## src/rtl/muldiv_unit_if.sv

```systemverilog
// muldiv_unit_if: start/busy/done handshake and Hi/Lo result bus of the multiply/divide unit
// master (control unit) drives start, op, a, b; slave (muldiv_unit) drives busy, done, div_zero, hi, lo
interface muldiv_unit_if #(parameter int WIDTH = 32);
  logic             start;
  logic [1:0]       op;
  logic [WIDTH-1:0] a;
  logic [WIDTH-1:0] b;
  logic             busy;
  logic             done;
  logic             div_zero;
  logic [WIDTH-1:0] hi;
  logic [WIDTH-1:0] lo;
  modport master (output start, op, a, b, input busy, done, div_zero, hi, lo);
  modport slave (input start, op, a, b, output busy, done, div_zero, hi, lo);
endinterface

```

## src/rtl/muldiv_unit.sv

```systemverilog
// muldiv_unit: iterative signed/unsigned multiply/divide engine that owns the Hi/Lo registers
// clk: rising-edge clock; reset: asynchronous active-low
// bus.start/op/a/b: request (op 00 mult, 01 div, 10 multu, 11 divu); bus.busy/done/div_zero: status
// bus.hi/lo: product halves, or remainder/quotient
module muldiv_unit #(
  parameter int WIDTH = 32,
  parameter int CNT_W = 6
) (
  input logic clk,
  input logic reset,
  muldiv_unit_if.slave bus
);
  typedef enum logic [2:0] {IDLE, RUN, FIX, DONE, DZ} state_t;
  state_t             state;
  logic [CNT_W-1:0]   cnt;
  logic               is_div, neg_res, neg_dvd, busy, done, div_zero, sgn;
  logic [WIDTH-1:0]   mag_b, hi, lo, ma, mb;
  logic [2*WIDTH-1:0] acc, mul_next, div_next, prod;
  logic [WIDTH:0]     trial, msum;
  assign sgn = ~bus.op[1];
  assign ma = (sgn && bus.a[WIDTH-1]) ? -bus.a : bus.a;
  assign mb = (sgn && bus.b[WIDTH-1]) ? -bus.b : bus.b;
  // multiply: add the multiplicand into the upper half when the low bit is set, then shift right
  assign msum = {1'b0, acc[2*WIDTH-1:WIDTH]} + (acc[0] ? {1'b0, mag_b} : '0);
  assign mul_next = {msum, acc[WIDTH-1:1]};
  // divide: upper half is the partial remainder, lower half shifts the dividend out and quotient bits in
  assign trial = {acc[2*WIDTH-1:WIDTH], acc[WIDTH-1]} - {1'b0, mag_b};
  assign div_next = trial[WIDTH] ? {acc[2*WIDTH-2:0], 1'b0} : {trial[WIDTH-1:0], acc[WIDTH-2:0], 1'b1};
  assign prod = neg_res ? -acc : acc;
  assign bus.busy = busy;
  assign bus.done = done;
  assign bus.div_zero = div_zero;
  assign bus.hi = hi;
  assign bus.lo = lo;
  always_ff @(posedge clk or negedge reset)
    if (!reset) begin
      state <= IDLE;
      cnt <= '0;
      is_div <= 1'b0;
      neg_res <= 1'b0;
      neg_dvd <= 1'b0;
      mag_b <= '0;
      acc <= '0;
      busy <= 1'b0;
      done <= 1'b0;
      div_zero <= 1'b0;
      hi <= '0;
      lo <= '0;
    end else begin
      done <= 1'b0;
      div_zero <= 1'b0;
      case (state)
        RUN: begin
          acc <= is_div ? div_next : mul_next;
          cnt <= cnt + 1'b1;
          if (cnt == CNT_W'(WIDTH - 1)) state <= FIX;
        end
        FIX: begin
          if (is_div) begin
            lo <= neg_res ? -acc[WIDTH-1:0] : acc[WIDTH-1:0];
            hi <= neg_dvd ? -acc[2*WIDTH-1:WIDTH] : acc[2*WIDTH-1:WIDTH];
          end else
            {hi, lo} <= prod;
          busy <= 1'b0;
          done <= 1'b1;
          state <= DONE;
        end
        default: begin
          state <= IDLE;
          if (bus.start) begin
            acc <= {{WIDTH{1'b0}}, ma};
            mag_b <= mb;
            is_div <= bus.op[0];
            neg_res <= sgn & (bus.a[WIDTH-1] ^ bus.b[WIDTH-1]);
            neg_dvd <= sgn & bus.a[WIDTH-1];
            cnt <= '0;
            if (bus.op[0] && bus.b == '0) begin
              state <= DZ;
              done <= 1'b1;
              div_zero <= 1'b1;
            end else begin
              state <= RUN;
              busy <= 1'b1;
            end
          end
        end
      endcase
    end
endmodule

```

## src/flat_wrapper.sv

```systemverilog
// flat-port wrapper written by rule: the top's interface ports become plain ports
module muldiv_unit_flat 
#(
  parameter int WIDTH = 32,
  parameter int CNT_W = 6
)
  (clk, reset, bus_start, bus_op, bus_a, bus_b, bus_busy, bus_done, bus_div_zero, bus_hi, bus_lo);
  muldiv_unit_if #(.WIDTH(WIDTH)) bus_i ();
  input logic clk;
  input logic reset;
  input wire logic [$bits(bus_i.start)-1:0] bus_start;
  input wire logic [$bits(bus_i.op)-1:0] bus_op;
  input wire logic [$bits(bus_i.a)-1:0] bus_a;
  input wire logic [$bits(bus_i.b)-1:0] bus_b;
  output wire logic [$bits(bus_i.busy)-1:0] bus_busy;
  output wire logic [$bits(bus_i.done)-1:0] bus_done;
  output wire logic [$bits(bus_i.div_zero)-1:0] bus_div_zero;
  output wire logic [$bits(bus_i.hi)-1:0] bus_hi;
  output wire logic [$bits(bus_i.lo)-1:0] bus_lo;
  assign bus_i.start = bus_start;
  assign bus_i.op = bus_op;
  assign bus_i.a = bus_a;
  assign bus_i.b = bus_b;
  assign bus_busy = bus_i.busy;
  assign bus_done = bus_i.done;
  assign bus_div_zero = bus_i.div_zero;
  assign bus_hi = bus_i.hi;
  assign bus_lo = bus_i.lo;
  muldiv_unit #(.WIDTH(WIDTH), .CNT_W(CNT_W)) u_core (.clk(clk), .reset(reset), .bus(bus_i));
endmodule
```

## config.mk

```make
export PLATFORM = sky130hd
export DESIGN_NAME = muldiv_unit_flat
export DESIGN_NICKNAME = d
export VERILOG_FILES = /design/src/rtl/muldiv_unit_if.sv /design/src/rtl/muldiv_unit.sv /design/src/flat_wrapper.sv
export SDC_FILE = /design/constraint.sdc
export NUM_CORES = 1
export LEC_CHECK = 0
export ABC_AREA = 1
export CAP_MARGIN = 20
export CORE_MARGIN = 8
export CORE_UTILIZATION = 55
export DETAILED_ROUTE_END_ITERATION = 8
export PLACE_DENSITY = 0.79
export SLEW_MARGIN = 20
export SYNTH_ARGS = -nofsm -noshare
export SYNTH_HDL_FRONTEND = slang
export SYNTH_SLANG_ARGS = --single-unit
```

## constraint.sdc

```tcl
create_clock -name clk -period 2.8 [get_ports clk]
set_clock_uncertainty 0.1 [all_clocks]
set_input_delay 0.56 -clock clk [delete_from_list [all_inputs] [get_ports clk]]
set_output_delay 0.56 -clock clk [all_outputs]
set_load 0.005 [all_outputs]
```

==> results.yml <==
routing:
  via_count: 20100
  drtIter0Drc: 2617
  drt-total-wl_um: 65400
  via_per_inst: 5.80
  drc: 0
  routedWlPerCell_um: 18.9
  dr.pass1.iters: 9
  antenna_left: 0
timing:
  fin_crit_ps: 2680
  final-setup-viol-count: 0
  hold_viol_final: 0
  timing.hold.ws_ps: 378
  worst_slew_pin_slew_ps: 759
  max_slew_margin: 0.494
  slew_violations: 0
  period_share: 0.958
  fmax_mhz: 373
pwr:
  leakage_nw: 10.7
  p_per_area_mw_per_mm2: 1380
  ir_worst_vdd_mv: 0.768
placed_design:
  dp_hpwl_um: 52300
  place_congestion: 0.996
  io_buffers: 135
  numPlacedInstances: 3421
  dpl_cell_area_mm2: 0.0193
cts:
  clk_latency_ps: 480
  cts.sinks: 175
  cts_buffers: 17
  root_buffer: "clkbuf_16"
  clockBufferDepth: 2
  htree_levels: 4
  cts_tree: "built"
  clk_pin_slew_ps: 80
floorplanning:
  die-area_mm2: 0.0366
  initial_core_util: 0.555
  fp.dieH_um: 191
  coreArea_mm2: 0.0304
  rows: 64
  ios: 136
  die_w_um: 191
synthesis:
  synth_seq_area_share: 0.259
  syn_area_per_cell_um2: 5.91
  syn_area_mm2: 0.0169
  yosys_warnings: 0
  mappedNetlistNets: 2996
  ys_types: 50
  netlist_instances: 2856
  synth_top_flop_cell: "dfrtp_1"
  ys_ff_latch: 175
  synthArstFlopShare: 1.00
  synth_edf_count: 0
setup_path:
  cp_cell_sequence: "ha_1 -> nand2_1 -> inv_1 -> nand2_1 -> nand2_1 -> a21oi_1 -> nand2_2 -> nand2_2 -> nand2_2 -> nand2_2 -> nand2_4 -> buf_4 -> nand2_1 -> nand3_1 -> nand2_1 -> nand2_1"
  worst_setup_path_start_kind: "register"
  crit_path_frequent_cell: "nand2_1"
  end_kind: "register"
  critical_path_class: "reg -> reg"
  worstPathRequired_ps: 3060
  crit_buf_inv: 2
  cp_max_fo: 6
  cp_slowest_stage_delay_ps: 520
  cp_top_family: "simple AND/OR/NAND/NOR gates"
  crit_arrival_ps: 2950
  critPathSlowestCell: "dfrtp_1"
outcome:
  outcome: "completed"
global_route:
  grt_pass1_vias: 19000
  overflow: 0
  antenna_found_initial: 2
  grt_util_all_layers: 0.355
  grt_pass1_wl_um: 102000
  grt_start_max_net_pins: 96
cells_and_area:
  stdcell_area_mm2: 0.0201
  fin_cells: 3459
  final_layout_size_suffix_gt1_frac: 0.0823
  area_delta_synth_final_pct: 19.2
  nets: 3189
hold_path:
  hold_class: "reg -> reg"
flow_run:
  cap_violations: 0
-- worst reg2reg max path: cells and delay by family (launching register included) --
family                     cells  cell delay, ps
adders and majority gates      1             400
AOI/OAI and AO/OA              1             200
buffers and inverters          2             210
DFF                            1             520
and+or+nand+nor               12            1130
-- synthesized netlist by cell type, types with 22 or more instances --
master	number	area, um2
nand3_1	225	1130
a31oi_1	29	181
dfrtp_1	175	4380
nor3_1	26	130
nand2_1	1024	3840
xor2_1	71	622
a21oi_1	109	546
xnor2_1	22	193
ha_1	69	863
nand4_1	24	150
o21ai_0	157	786
inv_1	411	1540
clkbuf_1	59	221
nor2_1	267	1000
-- cell families (layout without fill, tap and decap cells) --
| kind of cell | Yosys count | after routing | synth area share |
|---|---|---|---|
| compound gates | 378 | 378 | 0.125 |
| fa+ha+maj | 71 | 71 | 0.0535 |
| other cells | 0 | 1 | 0 |
| simple gates | 1627 | 1630 | 0.397 |
| xor+xnor | 93 | 93 | 0.0482 |
| flops | 175 | 175 | 0.259 |
| buf+inv | 512 | 715 | 0.117 |
-- per-stage QoR --
stage,setup TNS [ps],util,total power [W],worst slack (ps)
6_report,0,0.661,0.0277,117
5_1_grt,-25.8,0.661,0.0299,-12.3
4_1_cts,0,0.656,0.0268,14.8
3_5_place_dp,-207,0.635,0.0241,-74.6
3_3_place_gp,0,0.635,0.0236,1.83
2_1_floorplan,0,-,0.0172,127
-- layout by cell type, fill, tap and decap left out, types with 12 or more instances in the layout --
cell type        instances
clkdlybuf4s50_1        134
nand4_1                 24
xnor2_1                 22
o21ai_1                 15
inv_1                  411
nor2_2                  13
o211ai_1                19
nand3_1                222
buf_4                  114
o21ai_0                152
a21oi_1                100
a22oi_1                 12
nand2_1               1015
nor2_1                 261
nor3_1                  26
inv_2                   15
a31oi_1                 29
clkbuf_16               17
xor2_1                  71
nand2_2                 20
ha_1                    66
dfrtp_1                166
-- what timing repair did --
action                                  in CTS  in global routing
endpoints found under the setup margin       7                 37
gates resized for setup                      2                 46
gates cloned                                 0                  3
pin swaps                                    1                  2
endpoints found under the hold margin       49                  0
setup buffers                                1                  0
hold buffers                                 1                  0
-- sequential cells by signal (all words and copies together), names as in the netlist --
register             cells
u_core.state             3
u_core.acc              64
u_core.bus.lo           32
u_core.bus.hi           32
u_core.cnt               6
u_core.neg_res           1
u_core.bus.div_zero      1
u_core.mag_b            32
u_core.neg_dvd           1
u_core.bus.busy          1
u_core.bus.done          1
u_core.is_div            1
-- cell type report --
cell class                 instances  area [um2]
timing repair buffer             255        2320
inverter                         428        1610
tap                              396         495
fill                            2789       10300
sequential                       175        4390
clock buffer                      17         425
clock inverter                    15         171
antenna                            1        2.50
multi-input combinational       2172       10700
-- power by group --
group	switching, W	internal, W	total, W
combinational	0.0130	0.00712	0.0201
sequential	0.00138	0.00375	0.00512
clock	0.00129	0.00120	0.00249
total	0.0157	0.0121	0.0277
-- path summary, 6_finish.rpt --
| path | start | end | cells after the start | slack (ps) |
|---|---|---|---|---|
| setup / recovery | u_core.acc[41] | u_core.acc[59] | 16 | 120 |
| hold / removal | u_core.bus.hi[9] | u_core.bus.hi[9] | 2 | 380 |
| setup reg to reg | u_core.acc[41] | u_core.acc[59] | 16 | 120 |
| hold reg to reg | u_core.bus.hi[9] | u_core.bus.hi[9] | 2 | 380 |
| max in group asynchronous | reset | u_core.acc[56] | 3 | 1340 |
| min in group asynchronous | reset | u_core.acc[14] | 2 | 510 |
-- routing by layer --
layer	up-vias	routed length (um)	track usage
li1	9417	-	-
met1	9164	26000	0.457
met2	1286	28600	0.567
met3	208	7670	0.0773
met4	2	3080	0.153
met5	-	10	0
Power figures use the tool's default switching activity.
